===== src/rtl/pwm_meas.sv =====
// pwm_meas: measures the on-time, off-time and period of a PWM level by summing the per-cycle
// emulated timestep dt between level transitions.
//
// Times are unsigned fixed-point reals with an LSB of dt_lsb seconds. t_max sets the range of
// the accumulator and of t_on/t_off; period carries one extra bit (range 2*t_max).
//
// Ports:
//   clk    - system clock; each rising edge advances emulated time by dt
//   rst    - synchronous, active-high reset
//   dt     - emulated time elapsed this cycle (DtW bits, LSB = dt_lsb)
//   in     - PWM level under measurement
//   t_on   - last measured high-phase duration
//   t_off  - last measured low-phase duration
//   period - t_on + t_off of the last complete period
//   valid  - one-cycle pulse when period is updated
//   stuck  - level held longer than t_max; measurement restarted
module pwm_meas #(
  parameter real         t_max  = 1e-3,
  parameter real         dt_lsb = 1e-12,
  parameter int unsigned DtW    = 16,
  localparam longint      TMaxCnt = longint'(t_max / dt_lsb),
  localparam int unsigned AccW    = $clog2(TMaxCnt + 1)
) (
  input  logic            clk,
  input  logic            rst,
  input  logic [DtW-1:0]  dt,
  input  logic            in,
  output logic [AccW-1:0] t_on,
  output logic [AccW-1:0] t_off,
  output logic [AccW:0]   period,
  output logic            valid,
  output logic            stuck
);

  // One guard bit so acc + dt can be compared against t_max without wrapping.
  localparam int unsigned     SumW = ((AccW > DtW) ? AccW : DtW) + 1;
  localparam logic [SumW-1:0] TMax = SumW'(TMaxCnt);

  typedef enum logic [1:0] {StInit, StIdle, StRun} state_e;

  state_e            state_q, state_d;
  logic              level_q, level_d;
  logic [AccW-1:0]   acc_q, acc_d;
  logic              have_on_q, have_on_d;
  logic              have_off_q, have_off_d;
  logic [AccW-1:0]   t_on_q, t_on_d;
  logic [AccW-1:0]   t_off_q, t_off_d;
  logic [AccW:0]     period_q, period_d;
  logic              valid_q, valid_d;
  logic              stuck_q, stuck_d;

  logic              trans;
  logic [SumW-1:0]   acc_sum;
  logic [AccW-1:0]   dt_acc;

  assign trans   = (in != level_q);
  assign acc_sum = SumW'(acc_q) + SumW'(dt);
  assign dt_acc  = AccW'(dt);

  always_comb begin
    state_d    = state_q;
    level_d    = in;
    acc_d      = acc_q;
    have_on_d  = have_on_q;
    have_off_d = have_off_q;
    t_on_d     = t_on_q;
    t_off_d    = t_off_q;
    period_d   = period_q;
    valid_d    = 1'b0;
    stuck_d    = stuck_q;

    case (state_q)
      StInit: begin
        state_d = StIdle;
      end
      StIdle: begin
        // The partial phase before the first transition is discarded.
        acc_d = '0;
        if (trans) begin
          acc_d   = dt_acc;
          stuck_d = 1'b0;
          state_d = StRun;
        end
      end
      StRun: begin
        if (trans) begin
          // The transition cycle's dt opens the new phase.
          acc_d = dt_acc;
          if (level_q) begin
            t_on_d    = acc_q;
            have_on_d = 1'b1;
          end else begin
            t_off_d    = acc_q;
            have_off_d = 1'b1;
            if (have_on_q) begin
              period_d = {1'b0, t_on_q} + {1'b0, acc_q};
              valid_d  = 1'b1;
            end
          end
        end else if (acc_sum > TMax) begin
          stuck_d    = 1'b1;
          state_d    = StIdle;
          acc_d      = '0;
          have_on_d  = 1'b0;
          have_off_d = 1'b0;
        end else begin
          acc_d = AccW'(acc_sum);
        end
      end
      default: begin
        state_d = StInit;
      end
    endcase
  end

  always_ff @(posedge clk) begin
    if (rst) begin
      state_q    <= StInit;
      level_q    <= 1'b0;
      acc_q      <= '0;
      have_on_q  <= 1'b0;
      have_off_q <= 1'b0;
      t_on_q     <= '0;
      t_off_q    <= '0;
      period_q   <= '0;
      valid_q    <= 1'b0;
      stuck_q    <= 1'b0;
    end else begin
      state_q    <= state_d;
      level_q    <= level_d;
      acc_q      <= acc_d;
      have_on_q  <= have_on_d;
      have_off_q <= have_off_d;
      t_on_q     <= t_on_d;
      t_off_q    <= t_off_d;
      period_q   <= period_d;
      valid_q    <= valid_d;
      stuck_q    <= stuck_d;
    end
  end

  assign t_on   = t_on_q;
  assign t_off  = t_off_q;
  assign period = period_q;
  assign valid  = valid_q;
  assign stuck  = stuck_q;

endmodule


===== config.mk =====
export PLATFORM = sky130hd
export DESIGN_NAME = pwm_meas
export DESIGN_NICKNAME = d
export VERILOG_FILES = /design/src/rtl/pwm_meas.sv
export SDC_FILE = /design/constraint.sdc
export NUM_CORES = 1
export LEC_CHECK = 0
export ABC_AREA = 1
export ABC_CLOCK_PERIOD_IN_PS = 2500
export BUFFER_PORTS_ARGS = -buffer_cell sky130_fd_sc_hd__buf_2
export CAP_MARGIN = 20
export CORE_ASPECT_RATIO = 0.75
export CORE_UTILIZATION = 30
export DETAILED_ROUTE_END_ITERATION = 7
export HOLD_SLACK_MARGIN = 0.12
export PLACE_DENSITY_LB_ADDON = 0.1
export SLEW_MARGIN = 20
export SYNTH_ARGS = -nofsm -noshare
export SYNTH_HDL_FRONTEND = slang
export SYNTH_SLANG_ARGS = --single-unit

===== constraint.sdc =====
create_clock -name clk -period 2.5 [get_ports clk]
set_clock_uncertainty 0.2 [all_clocks]
set_input_delay 0.375 -clock clk [delete_from_list [all_inputs] [get_ports clk]]
set_output_delay 0.375 -clock clk [all_outputs]
set_load 0.05 [all_outputs]

; Yosys cells after proc, flatten, opt, wreduce, memory -nomap -nowiden
; Cells that the tools add are included.
[word_totals]
register_bits = 127
word_cells = 48
in_bits = 19
output_inout_bits = 93
[op_classes]
muxes = 16
order_cmp = 1
eq_ne = 7
n_bitwise = 3
n_reduce_logical = 10
add_sub_neg = 2
[op_table]
columns = operator, count
row1 = 30-bit 2-to-1 mux, 2
row2 = 30-bit one-hot mux with 2 select lines, 1
row3 = 30-bit by 16-bit adder with 31-bit output, 1
row4 = 30-bit by 30-bit adder with 31-bit output, 1
row5 = 31-bit by 30-bit greater-than comparator with 1-bit output (second input constant), 1
row6 = 16-bit 2-to-1 mux, 1
row7 = 3-bit AND reduction, 4
row8 = 2-bit inequality test (second input constant), 4
row9 = 4-bit AND reduction, 2
row10 = 1-bit 2-to-1 mux, 7
row11 = 2-bit 2-to-1 mux, 3
row12 = 2-bit one-hot mux with 3 select lines, 1
row13 = 2-bit nonzero test, 2
row14 = 4-bit OR reduction, 1
row15 = 1-bit inverter, 3
row16 = 2-bit by 1-bit equality test with 1-bit output (second input constant), 1
row17 = 2-bit equality test (second input constant), 1
row18 = 2-bit logical NOT, 1
row19 = 1-bit one-hot mux with 2 select lines, 1
row20 = 1-bit inequality test, 1

; Longest topological paths before layout
[depth]
depth_word = 5
depth_mapped = 25
mapped_depth_nobuf = 25

; Least setup slack after synthesis
; Ideal clock, no wire load.
[synth_path]
path_type = register to register
start = register t_on_q[0] (netlist: t_on[0])
end = register period_q[22] (netlist: period[22])
t_arrival_ns = 2.740
required_ns = 2.186
synth_period_minus_slack_ns = 3.053
path_buffers = 0
setup_ns = 0.114
path_slack_ns = -0.553
stages_incl_launch_ff = 14
cell_sequence = dfxtp_1 -> ha_1 -> inv_1 -> fa_1 -> nor3_1 -> nor2_1 -> o21ai_2 -> a21boi_0 -> o21ai_0 -> a21oi_1 -> o21ai_0 -> nor2_1 -> o21bai_1 -> inv_1
[synth_between]
elab_chain_cells = 1
[synth_lines]
columns = element, line
row1 = "start, declared", 46  ; logic [AccW-1:0] t_on_q, t_on_d;
row2 = "start signal, assigned", 134  ; t_on_q <= t_on_d;
row3 = 30-bit by 30-bit adder with 31-bit output, 96  ; period_d = {1'b0, t_on_q} + {1'b0, acc_q};
row4 = "end signal, assigned", 136  ; period_q <= period_d;
row5 = "end, declared", 48  ; logic [AccW:0] period_q, period_d;
; Every way passes these cells.
; A chain may end at the register's enable or synchronous reset.

; Worst setup path after layout
[layout_path]
start = register acc_q[7]
end = register acc_q[20]
[layout_between]
elab_chain_cells = 5
[layout_lines]
columns = element, line
row1 = "start, declared", 43  ; logic [AccW-1:0] acc_q, acc_d;
row2 = "start signal, assigned", 120  ; acc_q <= '0;
row3 = "start signal, assigned", 131  ; acc_q <= acc_d;
row4 = 30-bit by 16-bit adder with 31-bit output (*), 57  ; assign acc_sum = SumW'(acc_q) + SumW'(dt);
row5 = 31-bit by 30-bit greater-than comparator with 1-bit output, 100  ; end else if (acc_sum > TMax) begin
row6 = 30-bit 2-to-1 mux (*), 100
row7 = 30-bit 2-to-1 mux (*), 86  ; if (trans) begin
row8 = 30-bit one-hot mux with 2 select lines (*), 72  ; case (state_q)
; Every way passes the cells marked *; elsewhere a longest branch is shown, timed or not.

==> flow_summary.yaml <==
clock_network:
  clk_path_buf_depth: 2
  clock_sinks: 127
  tritoncts: "built"
  clkLatencyLatePin_ns: 0.43
  htreeDepth: 4
  numCtsBuffers: 17
  clkTransAtPathRegs_ns: 0.06
  root_buffer: "clkbuf_16"
synthesis:
  synth_edf_count: 0
  ys_async_sr_fraction_pct: 0
  synth_top_area_share_pct: 30.3
  ys_top_cells_by_area: "dfxtp_1, nand2_1, inv_1, a21oi_1, ha_1"
  synth_common_cells: "nand2_1, inv_1, a21oi_1"
  synth_area_leader_cell: "dfxtp_1"
  synthCells: 1315
  yosys_warnings: 0
  ys_seq_area_share_pct: 30.3
  ys_ff_latch: 127
  syn-num-nets: 1385
  synth_most_common_cell: "nand2_1"
  avgSynthCellArea_sq_um: 6.37
  synth_cell_type_count: 40
  synthesis.area_sq_um: 8380
  ys.flop_type: "dfxtp_1"
global_route:
  grt_max_degree: 52
  met2_usage_pct: 32.7
  grt_use_met1_pct: 31.3
  grt_pass1_vias: 9015
  grt_overflow: 0
  grt_pass1_wl_um: 48500
  busiest_layer: "met2"
  grt_usage_pct: 21.4
  use_met3_pct: 3.54
  grt_antenna_before_repair: 0
job:
  max_cap_violations: 0
sta:
  worst_slack_ns: -0.483
  slew_headroom_pct: 60.4
  period_share_pct: 119
  min_period_ns: 2.98
  tightest_slew_ns: 0.594
  setup_violations: 43
  finalHoldViolations: 0
  fmax_mhz: 335
  maxSlewViolCount: 0
  timing.hold.ws_ns: 0.170
  rsz0062_at_grt: "true"
finish:
  layout.nets: 1724
  final_area_sq_um: 13100
  synthToLayoutAreaGrowth_pct: 56.8
  seq_area_sq_um: 2590
  multiInputGateArea_sq_um: 6050
  fillCellCount: 2770
  diodes: 0
  drive_gt1_share_pct: 39.2
detailed_routing:
  drc: 0
  drt_first_pass_iters: 5
  postRouteWirelength_um: 31200
  via_per_inst: 4.78
  drt_iter0_drc: 436
  postRouteAntennaNets: 0
  avgRoutedWirePerCell_um: 15.4
  dr_total_vias: 9645
die:
  num_rows: 52
  initial_core_util_pct: 30.8
  io_pins: 112
  core_sq_um: 27200
  die_w_um: 195
  die_h_um: 147
  die-area_sq_um: 28600
critical_path:
  path_max_fanout: 5
  reg2regPathDepth: 21
  cp.required_ns: 2.65
  worst_ep_arrival_time_ns: 3.13
  end_kind: "flop"
  setup.worst_path.class: "reg2reg"
  start_kind: "flop"
power_and_ir_drop:
  p_leak_nw: 6.36
  finalPower_mw: 8.54
  ir_worst_vdd_mv: 0.449
  power_density_nw_per_um2: 650
min_path:
  whs_path_depth: 4
  hold_path_class: "in2reg"
status:
  status: "complete, but fails checks"
  violations: "setup timing"
place:
  postPlaceCellArea_sq_um: 10900
  globalplace.congestion: 0.878
  hpwlAfterDp_um: 23200
  portBuffers: 111
-- state kept, by name, indices dropped and copies added, names as in the netlist --
signal and flops:
acc_q 30, t_on 30, state_q 2, t_off 30
valid 1, stuck 1, period 31, have_on_q 1
level_q 1
-- worst paths after layout --
check / start / to / slack, ns
max reg2reg: acc_q[7] / acc_q[20] / -0.48
min reg2reg: t_off[1] / t_off[1] / 0.26
max: acc_q[7] / acc_q[20] / -0.48
min: dt[9] / acc_q[9] / 0.17
-- cell families after synthesis --
family | Yosys count | synth area share (%)
flip-flops | 127 | 30.3
AO/OA/AOI/OAI | 284 | 18.6
XOR/XNOR | 21 | 2.19
adder cells (fa/ha/maj) | 51 | 7.79
buffers and inverters | 262 | 12.1
AND/OR/NAND/NOR | 570 | 29.0
-- power by group --
part	leakage [nW]	internal (mW)	switching (mW)
Sequential	1.04	2.16	0.126
Clock	0.312	1.70	0.999
Combinational	5.01	1.62	1.94
-- per-layer routing --
| layer | share of wire [%] | vias to the layer above |
|---|---|---|
| met4 | 1.3 | 0 |
| met1 | 52 | 4457 |
| met3 | 3.1 | 24 |
| met5 | 0 | - |
| li1 | - | 4981 |
| met2 | 43 | 183 |
-- per-stage QoR --
stage	cells	util [%]	setup WS, ns	setup TNS [ns]
2_1_floorplan	1315	-	-0.0976	-3.00
3_3_place_gp	1952	40.2	-0.729	-25.96
3_5_place_dp	1952	40.2	-0.741	-25.57
4_1_cts	2003	45.0	-0.454	-13.46
5_1_grt	2018	48.3	-0.614	-21.49
6_report	2018	48.3	-0.483	-14.51
-- layout by cell type (no fill, tap or decap), drive strengths merged, types with 6 or more instances in the layout --
cell type / netlist / final
xnor2: 10 / 10
a31oi: 8 / 8
o21a: 6 / 6
clkbuf: 42 / 20
xor2: 11 / 11
clkinv: 2 / 8
nand4: 33 / 33
nor3: 11 / 11
nand2: 325 / 326
ha: 49 / 49
a21oi: 144 / 144
nor2: 93 / 93
dlygate4sd3: 0 / 6
dfxtp: 127 / 127
o21ai: 88 / 88
nand3: 97 / 97
buf: 8 / 362
inv: 210 / 213
o211ai: 15 / 15
o21bai: 11 / 11
-- worst max-delay path, cell delays in order (launching register included) --
cell       delay [ns]
dfxtp_2          0.36
ha_4             0.21
buf_4            0.14
nand2_1          0.07
nand2_2          0.07
nand2_2          0.06
nand2_2          0.05
buf_4            0.13
nand2_1          0.05
nand2_1          0.08
inv_2            0.07
nand2_4          0.06
xor2_4           0.16
nor2_1           0.14
nand4_1          0.12
nor2_2           0.18
nand3_2          0.14
buf_6            0.16
nand2_8          0.09
clkbuf_16        0.15
nand4_1          0.07
a21oi_1          0.13
-- layout make-up --
| class | count | area share (%) |
|---|---|---|
| Tap cell | 351 | 3.34 |
| Clock buffer | 19 | 3.37 |
| Inverter | 212 | 6.05 |
| Multi-Input combinational cell | 927 | 46.1 |
| Timing Repair Buffer | 369 | 20.0 |
| Sequential cell | 127 | 19.7 |
| Clock inverter | 13 | 1.41 |
-- repair_timing --
item                                   in CTS  in global routing
hold buffers                                6                  0
buffers inserted                           12                 15
endpoints found under the hold margin       6                  0
setup endpoints to repair                  51                 53
gates resized for setup                   110                189
gates cloned                                1                  1
pin swaps                                  39                 74
No activity file was read; power rests on OpenSTA's default activity.
